--- config.mk ---
export PLATFORM = sky130hd
export DESIGN_NAME = share_zero_fifo
export DESIGN_NICKNAME = d
export VERILOG_FILES = /design/src/rtl/share_zero_fifo.sv
export SDC_FILE = /design/constraint.sdc
export NUM_CORES = 1
export LEC_CHECK = 0
export CAP_MARGIN = 20
export CORE_MARGIN = 4
export CORE_UTILIZATION = 52
export CTS_CLUSTER_SIZE = 20
export DETAILED_ROUTE_END_ITERATION = 7
export GPL_TIMING_DRIVEN = 0
export HOLD_SLACK_MARGIN = 0.06
export PLACE_DENSITY_LB_ADDON = 0.3
export SLEW_MARGIN = 20
export SYNTH_ARGS = -nofsm -noshare
export SYNTH_HDL_FRONTEND = slang
export SYNTH_HIERARCHICAL = 1
export SYNTH_SLANG_ARGS = --single-unit
--- constraint.sdc ---
create_clock -name in_clock -period 2.1 [get_ports in_clock]
set_clock_uncertainty 0.15 [all_clocks]
set_input_delay 0.315 -clock in_clock [delete_from_list [all_inputs] [get_ports in_clock]]
set_output_delay 0.315 -clock in_clock [all_outputs]
set_load 0.02 [all_outputs]
--- src/rtl/share_zero_fifo.sv ---
// Zero-sharing FIFO: forms an XOR-to-zero sharing from fresh random words and queues it.
// Define SHARE_ZERO_INTEGRITY_CHECK_EN to enable the sticky head-sharing integrity check.

module share_zero_lane #(
  parameter int NUM_SHARES = 2,
  parameter int NUM_NEEDED = 1,
  parameter int BIT_WIDTH  = 8,
  parameter int IDX        = 0
) (
  input  logic [NUM_NEEDED-1:0][BIT_WIDTH-1:0] words,
  output logic [BIT_WIDTH-1:0]                 share
);
  generate
    if (NUM_SHARES == 2) begin : g_two
      assign share = words[0];
    end else if (NUM_SHARES == 3) begin : g_three
      if (IDX == 2) begin : g_mix
        assign share = words[0] ^ words[1];
      end else begin : g_pass
        assign share = words[IDX];
      end
    end else begin : g_ring
      // Each word appears in exactly two shares, so the XOR of all shares cancels.
      assign share = words[IDX] ^ words[(IDX + 1) % NUM_SHARES];
    end
  endgenerate
endmodule

module share_zero_fifo #(
  parameter int  NUM_SHARES = 2,
  parameter int  BIT_WIDTH  = 8,
  parameter int  DEPTH      = 4,
  localparam int NUM_NEEDED = (NUM_SHARES == 2) ? 1 : (NUM_SHARES == 3) ? 2 : NUM_SHARES,
  localparam int LVL_W      = $clog2(DEPTH + 1)
) (
  input  logic                             in_clock,
  input  logic                             in_reset,
  input  logic [NUM_NEEDED*BIT_WIDTH-1:0]  in_random,
  input  logic                             in_valid,
  output logic                             in_ready,
  output logic [NUM_SHARES*BIT_WIDTH-1:0]  out_random,
  output logic                             out_valid,
  input  logic                             out_ready,
  input  logic                             in_flush,
  output logic [LVL_W-1:0]                 out_level,
  output logic                             out_error
);
  localparam int               PTR_W   = (DEPTH > 1) ? $clog2(DEPTH) : 1;
  localparam logic [PTR_W-1:0] PTR_MAX = PTR_W'(DEPTH - 1);
  localparam logic [LVL_W-1:0] LVL_MAX = LVL_W'(DEPTH);

  logic [NUM_NEEDED-1:0][BIT_WIDTH-1:0] words;
  logic [NUM_SHARES-1:0][BIT_WIDTH-1:0] sharing;
  logic [NUM_SHARES-1:0][BIT_WIDTH-1:0] mem [DEPTH];
  logic [NUM_SHARES-1:0][BIT_WIDTH-1:0] head;
  logic [PTR_W-1:0]                     rd_ptr, wr_ptr;
  logic [LVL_W-1:0]                     level;
  logic                                 head_zero;
  logic                                 push, pop;

  assign words = in_random;

  for (genvar j = 0; j < NUM_SHARES; j++) begin : g_lane
    share_zero_lane #(
      .NUM_SHARES(NUM_SHARES),
      .NUM_NEEDED(NUM_NEEDED),
      .BIT_WIDTH (BIT_WIDTH),
      .IDX       (j)
    ) u_lane (
      .words(words),
      .share(sharing[j])
    );
  end

  assign in_ready  = (level < LVL_MAX);
  assign out_valid = (level != '0);
  assign out_level = level;
  assign push      = in_valid & in_ready;
  assign pop       = out_valid & out_ready;

  function automatic logic [PTR_W-1:0] bump(input logic [PTR_W-1:0] p);
    return (p == PTR_MAX) ? '0 : p + 1'b1;
  endfunction

  // Storage is intentionally left unreset; the head is masked until the first push.
  always_ff @(posedge in_clock) begin
    if (push && !in_flush) mem[wr_ptr] <= sharing;
  end

  always_ff @(posedge in_clock or negedge in_reset) begin
    if (!in_reset) begin
      rd_ptr    <= '0;
      wr_ptr    <= '0;
      level     <= '0;
      head_zero <= 1'b1;
    end else if (in_flush) begin
      rd_ptr    <= '0;
      wr_ptr    <= '0;
      level     <= '0;
    end else begin
      if (push) begin
        wr_ptr    <= bump(wr_ptr);
        head_zero <= 1'b0;
      end
      if (pop) rd_ptr <= bump(rd_ptr);
      case ({push, pop})
        2'b10:   level <= level + 1'b1;
        2'b01:   level <= level - 1'b1;
        default: level <= level;
      endcase
    end
  end

  assign head       = mem[rd_ptr];
  assign out_random = head_zero ? '0 : head;

`ifdef SHARE_ZERO_INTEGRITY_CHECK_EN
  logic [BIT_WIDTH-1:0] head_xor;
  logic                 err_q;

  always_comb begin
    head_xor = '0;
    for (int j = 0; j < NUM_SHARES; j++) head_xor = head_xor ^ head[j];
  end

  // Sticky until reset; flush deliberately leaves it set.
  always_ff @(posedge in_clock or negedge in_reset) begin
    if (!in_reset)                      err_q <= 1'b0;
    else if (out_valid && (|head_xor))  err_q <= 1'b1;
  end

  assign out_error = err_q;
`else
  assign out_error = 1'b0;
`endif
endmodule

; Word-level counts from Yosys, hierarchy flattened
; Memory sizes are Yosys's and may differ from the RTL's.
; Index checks and enable logic that the tools add are counted.
[word_totals]
ramBits = 64
n_memories = 1
register_bits = 8
output_inout_bits = 22
in_bits = 13
elab_cells = 35
[op_classes]
n_mux = 11
bitwise = 3
reduce_logical = 7
addsub = 4
n_lt_le_gt_ge = 1
n_eq_ne = 4
[memory_table]
columns = memory, depth, width, read_ports, rd_clocked_by_memory_dff, wr, line
row1 = mem, 4, 16, 1, 0, 1, 54  ; logic [NUM_SHARES-1:0][BIT_WIDTH-1:0] mem [DEPTH];
[ops]
columns = operator, n
row1 = two-way mux 16 bit, 1
row2 = two-way mux 2 bit, 6
row3 = == test 2 bit (second input constant), 3
row4 = case mux 3 bit (2 select lines), 1
row5 = nonzero test 3 bit, 2
row6 = adder 2 x 1 -> 2 bit (second input constant), 2
row7 = nonzero test 2 bit, 2
row8 = adder 3 x 1 -> 3 bit (second input constant), 1
row9 = < comparator 3 bit (second input constant), 1
row10 = two-way mux 3 bit, 1
row11 = subtractor 3 x 1 -> 3 bit (second input constant), 1
row12 = AND 1 bit, 2
row13 = == test 2 x 1 -> 1 bit (second input constant), 1
row14 = two-way mux 1 bit, 2
row15 = AND reduction 2 bit, 1
row16 = logical AND 1 bit, 1
row17 = logical NOT 1 bit, 1
row18 = NOT 1 bit, 1

; Depth between registers and ports, before layout
[logic_depth]
depth_word = 5
ltp_mapped = 8
depth_no_buf = 8

; Cells and area by module
; Netlist, hierarchy kept.
[modules_own_cells]
columns = mod, instances, seq_area_each_um2, area_each_um2, cells_each
row1 = share_zero_fifo, 1, 2123.3, 2992.9, 166
row2 = share_zero_lane, 2, 0.0, 60.1, 8

; Worst setup path before layout
; OpenSTA, ideal clock, no wires.
[synth_timing]
path_kind = register to register
from = register level[0], in the netlist out_level[0]
to = register level[2], in the netlist out_level[2]
stages_incl_launch_ff = 9
period_less_slack_ps = 2254
setup_slack_ps = -154
setup_ps = 78
arrival_ps = 2026
n_path_buf = 0
t_required_ps = 1872
path_cell_list = dfrtp_1 > or3_4 > nand2_1 > nor2_1 > fa_1 > nand2b_1 > nor4_1 > a21oi_1 > a21oi_1
[synth_via]
elab_chain_cells = 5
word_cells_on_any_way = 11
cone_classes = add/sub: 2 / order compare: 1 / eq/ne: 2 / mux: 2 / bitwise: 2 / reduce/logical: 2
[synth_lines]
columns = element, line
row1 = "start, declared", 57  ; logic [LVL_W-1:0] level;
row2 = "start signal, assigned", 107  ; 2'b10: level <= level + 1'b1;
row3 = "start signal, assigned", 108  ; 2'b01: level <= level - 1'b1;
row4 = "start signal, assigned", 109  ; default: level <= level;
row5 = nonzero test 3 bit (*), 76  ; assign out_valid = (level != '0);
row6 = via out_valid, 42  ; output logic out_valid,
row7 = AND 1 bit (*), 79  ; assign pop = out_valid & out_ready;
row8 = == test 2 x 1 -> 1 bit or == test 2 bit (tied branches), 106  ; case ({push, pop})
row9 = case mux 3 bit (2 select lines), 106
row10 = two-way mux 3 bit, 96  ; end else if (in_flush) begin
; Mark *: on every way through the listed nets, which the timed path passes. The rest lies on a longest branch.
; A chain may end at the register's enable or synchronous reset.

; Worst setup path after layout
[layout_timing]
from = register rd_ptr[0]
to = output out_random[11]
[layout_via]
elab_chain_cells = 2
[layout_lines]
columns = element, line
row1 = "start, declared", 56  ; logic [PTR_W-1:0] rd_ptr, wr_ptr;
row2 = "start signal, assigned", 105  ; if (pop) rd_ptr <= bump(rd_ptr);
row3 = memory read (4 x 16 bit), -
row4 = two-way mux 16 bit, 115  ; assign out_random = head_zero ? '0 : head;
row5 = "end, declared", 41  ; output logic [NUM_SHARES*BIT_WIDTH-1:0] out_random,
; Every way passes these cells.

==> impl_metrics.ini <==
[global_routing]
grt_pass1_vias = 1895
grt_first_pass_wirelength_um = 10100
antenna_found_initial = 0
grt_usage_pct = 19.0
grt_overflow = 0
grt_max_degree = 17

[setup_path]
slowest_stage = mux4_2
cp.required_ns = 1.63
worst_setup_path_start_kind = flop
crit_arrival_ns = 1.79
cpPeakStageDelay_ns = 0.51
reg2reg_slack_ns = -0.05
timing.critical_path.fanout_max = 6
end_kind = primary output
cp_cell_sequence = buf_12 -> buf_12 -> mux4_2 -> nor2b_4 -> buf_6
crit_type = flop to primary output
path_buf_inv = 3
critical-path-top-delay-family = multiplexers
cpMostUsedCell = buf_12

[clock_tree]
root_buffer = clkbuf_8
numCtsBuffers = 9
clk_path_buf_depth = 2
clk_pin_slew_ns = 0.08
cts_tree = yes
clock_latency_ns = 0.33
cts.sinks = 72
htreeDepth = 3

[floorplanning]
fp.dieH_um = 85.4
die_area_sq_um = 7290
io_pins = 35
core_area_sq_um = 5640
rows = 27
start_util_pct = 55.2
die_w_um = 85.4

[power_and_ir_drop]
comb_power_share_pct = 18.9
p_leak_nw = 1.48
internal_power_mw = 2.62
powerDensity_nw_per_um2 = 854
power.share.clock_pct = 33.4
pwr-share-seq_pct = 47.7
switchingPower_mw = 0.799
swShare_pct = 23.4
vdd_drop_max_v = 0.000488
power_mw = 3.42

[logic_synthesis]
synth_largest_area_cell = edfxtp_1
syn_inst = 182
synthMostInstantiatedCell = edfxtp_1
synth_enable_flop_cells = 64
syn_area_per_cell_sq_um = 17.1
seq_area_frac_synth_pct = 68.2
synth_top_flop_cell = edfxtp_1
synth_common_cells = edfxtp_1, buf_4, mux4_2, nor2b_1, a21oi_1
syn_area_sq_um = 3110
synth_area_leaders = edfxtp_1, mux4_2, dfrtp_1
synthArstFlopShare_pct = 11.1
ys_ff_latch = 72
ys_warn_count = 6
synth_top_area_share_pct = 61.7
ys_types = 32
syn_nets = 201

[drt]
via_per_inst = 5.43
wirelength_um = 6270
drc = 0
wire_per_inst_um = 19.7
vias = 1728
drt_iter0_markers = 78
dr.pass1.iters = 4
ant_nets = 0

[placement]
placed_area_sq_um = 3440
io_buffer_count = 23
dp_cells = 277
place_congestion = 0.732
dpl.hpwl_um = 3680

[outcome]
outcome = finished with violations
violations = negative setup slack

[cells_and_area]
drive_gt1_share_pct = 46.3
stdcell_area_sq_um = 4000
diodes = 0
area_growth_syn_to_layout_pct = 28.6
fin_nets = 260
layoutNonFillerInstCount = 318
fin_util_pct = 70.9

[sta]
hold_ws_ns = 0.125
finalCriticalPeriod_ns = 2.25
fmax_mhz = 444
fin_ws_ns = -0.151
finalMaxSlewViolations = 0
post-route-period-util_pct = 107
setup_viol = 18
hold_viol_final = 0
rsz0062_at_grt = true

[run]
maxCapViolations = 0

[min_path]
min-delay-path-class = input port to asynchronous set/reset pin
==> timing repair <==
action | 4_1_cts | 5_1_grt
cloned | 2 | 0
setup buffers | 10 | 7
gates resized for setup | 104 | 25
hold endpoints to repair | 64 | 0
pin swaps | 4 | 6
setup endpoints to repair | 83 | 83
hold buffers | 8 | 0
==> placed cells by master (no fill, tap or decap), drive strengths merged, types with 2 or more instances in the layout <==
| cell type | instances |
|---|---|
| nor2b | 18 |
| edfxtp | 64 |
| dlygate4sd3 | 8 |
| and2 | 4 |
| dfrtp | 7 |
| nand2 | 6 |
| or3 | 2 |
| mux4 | 16 |
| clkbuf | 13 |
| clkinv | 2 |
| clkdlybuf4s50 | 4 |
| ha | 5 |
| nand3 | 3 |
| dlymetal6s2s | 2 |
| o21ai | 3 |
| nand2b | 4 |
| buf | 57 |
| nor2 | 6 |
| bufinv | 2 |
| a21oi | 8 |
| inv | 3 |
==> power groups by stage <==
| stage | logic, mW | registers, mW | clock network [mW] |
|---|---|---|---|
| 6_report | 0.645 | 1.63 | 1.14 |
| 5_1_grt | 0.690 | 1.64 | 1.24 |
| 4_1_cts | 0.597 | 1.63 | 1.15 |
| 3_5_place_dp | 0.488 | 1.67 | 0 |
| 3_3_place_gp | 0.469 | 1.66 | 0 |
| 2_1_floorplan | 0.316 | 1.67 | 0 |
==> state kept, by name (all words and copies together), names as in the netlist <==
signal	cells
head_zero	1
mem	64
out_level	3
rd_ptr	2
wr_ptr	2
==> worst reg2reg max path, stage by stage, from the launching register on <==
cell and delay (ns):
dfrtp_2 0.42, or3_4 0.43, nand2_4 0.09, nor2_4 0.04, fa_2 0.55, o21ai_2 0.07
a221oi_2 0.30
==> path summary, 6_finish.rpt <==
check,from,endpoint,cells after the start
worst max register to register,out_level[1],out_level[1],6
worst max-delay path,rd_ptr[0],out_random[11],5
min in group in_clock,out_ready,rd_ptr[1],3
worst min register to register,wr_ptr[1],wr_ptr[1],2
worst min-delay path,in_reset,out_level[2],1
max in group asynchronous,in_reset,head_zero,1
==> stage by stage <==
| stage | worst slack [ns] | setup TNS (ns) |
|---|---|---|
| after floorplan | -0.0877 | -0.0877 |
| after global placement | -0.417 | -30.19 |
| after detailed placement | -0.494 | -34.97 |
| after CTS | -0.192 | -2.35 |
| after global routing | -0.219 | -3.05 |
| final | -0.151 | -1.85 |
==> layout make-up <==
type,count,area (sq um)
fill,358,1640
clock inverter,4,68.8
buffer,24,200
tap,72,90.1
sequential,72,2130
multi-input combinational,83,925
timing repair buffer,48,444
clock buffer,12,135
inverter,3,11.3
==> cell families after synthesis <==
logic type / count (synthesis) / share of synthesized area [%]
xor+xnor: 1 / 0.281
other cells: 1 / 0.120
compound gates: 13 / 2.33
mux: 16 / 11.6
flops: 72 / 68.2
simple gates: 46 / 8.64
buf+inv: 27 / 6.19
fa+ha+maj: 6 / 2.65
==> routing by layer <==
| metal | GRT usage [%] | part of all wire (%) |
|---|---|---|
| met3 | 4.85 | 3.9 |
| met5 | 0 | 0 |
| met2 | 32.5 | 54 |
| met1 | 22.1 | 39 |
| met4 | 9.35 | 2.4 |
No activity file was read; power rests on OpenSTA's default activity.
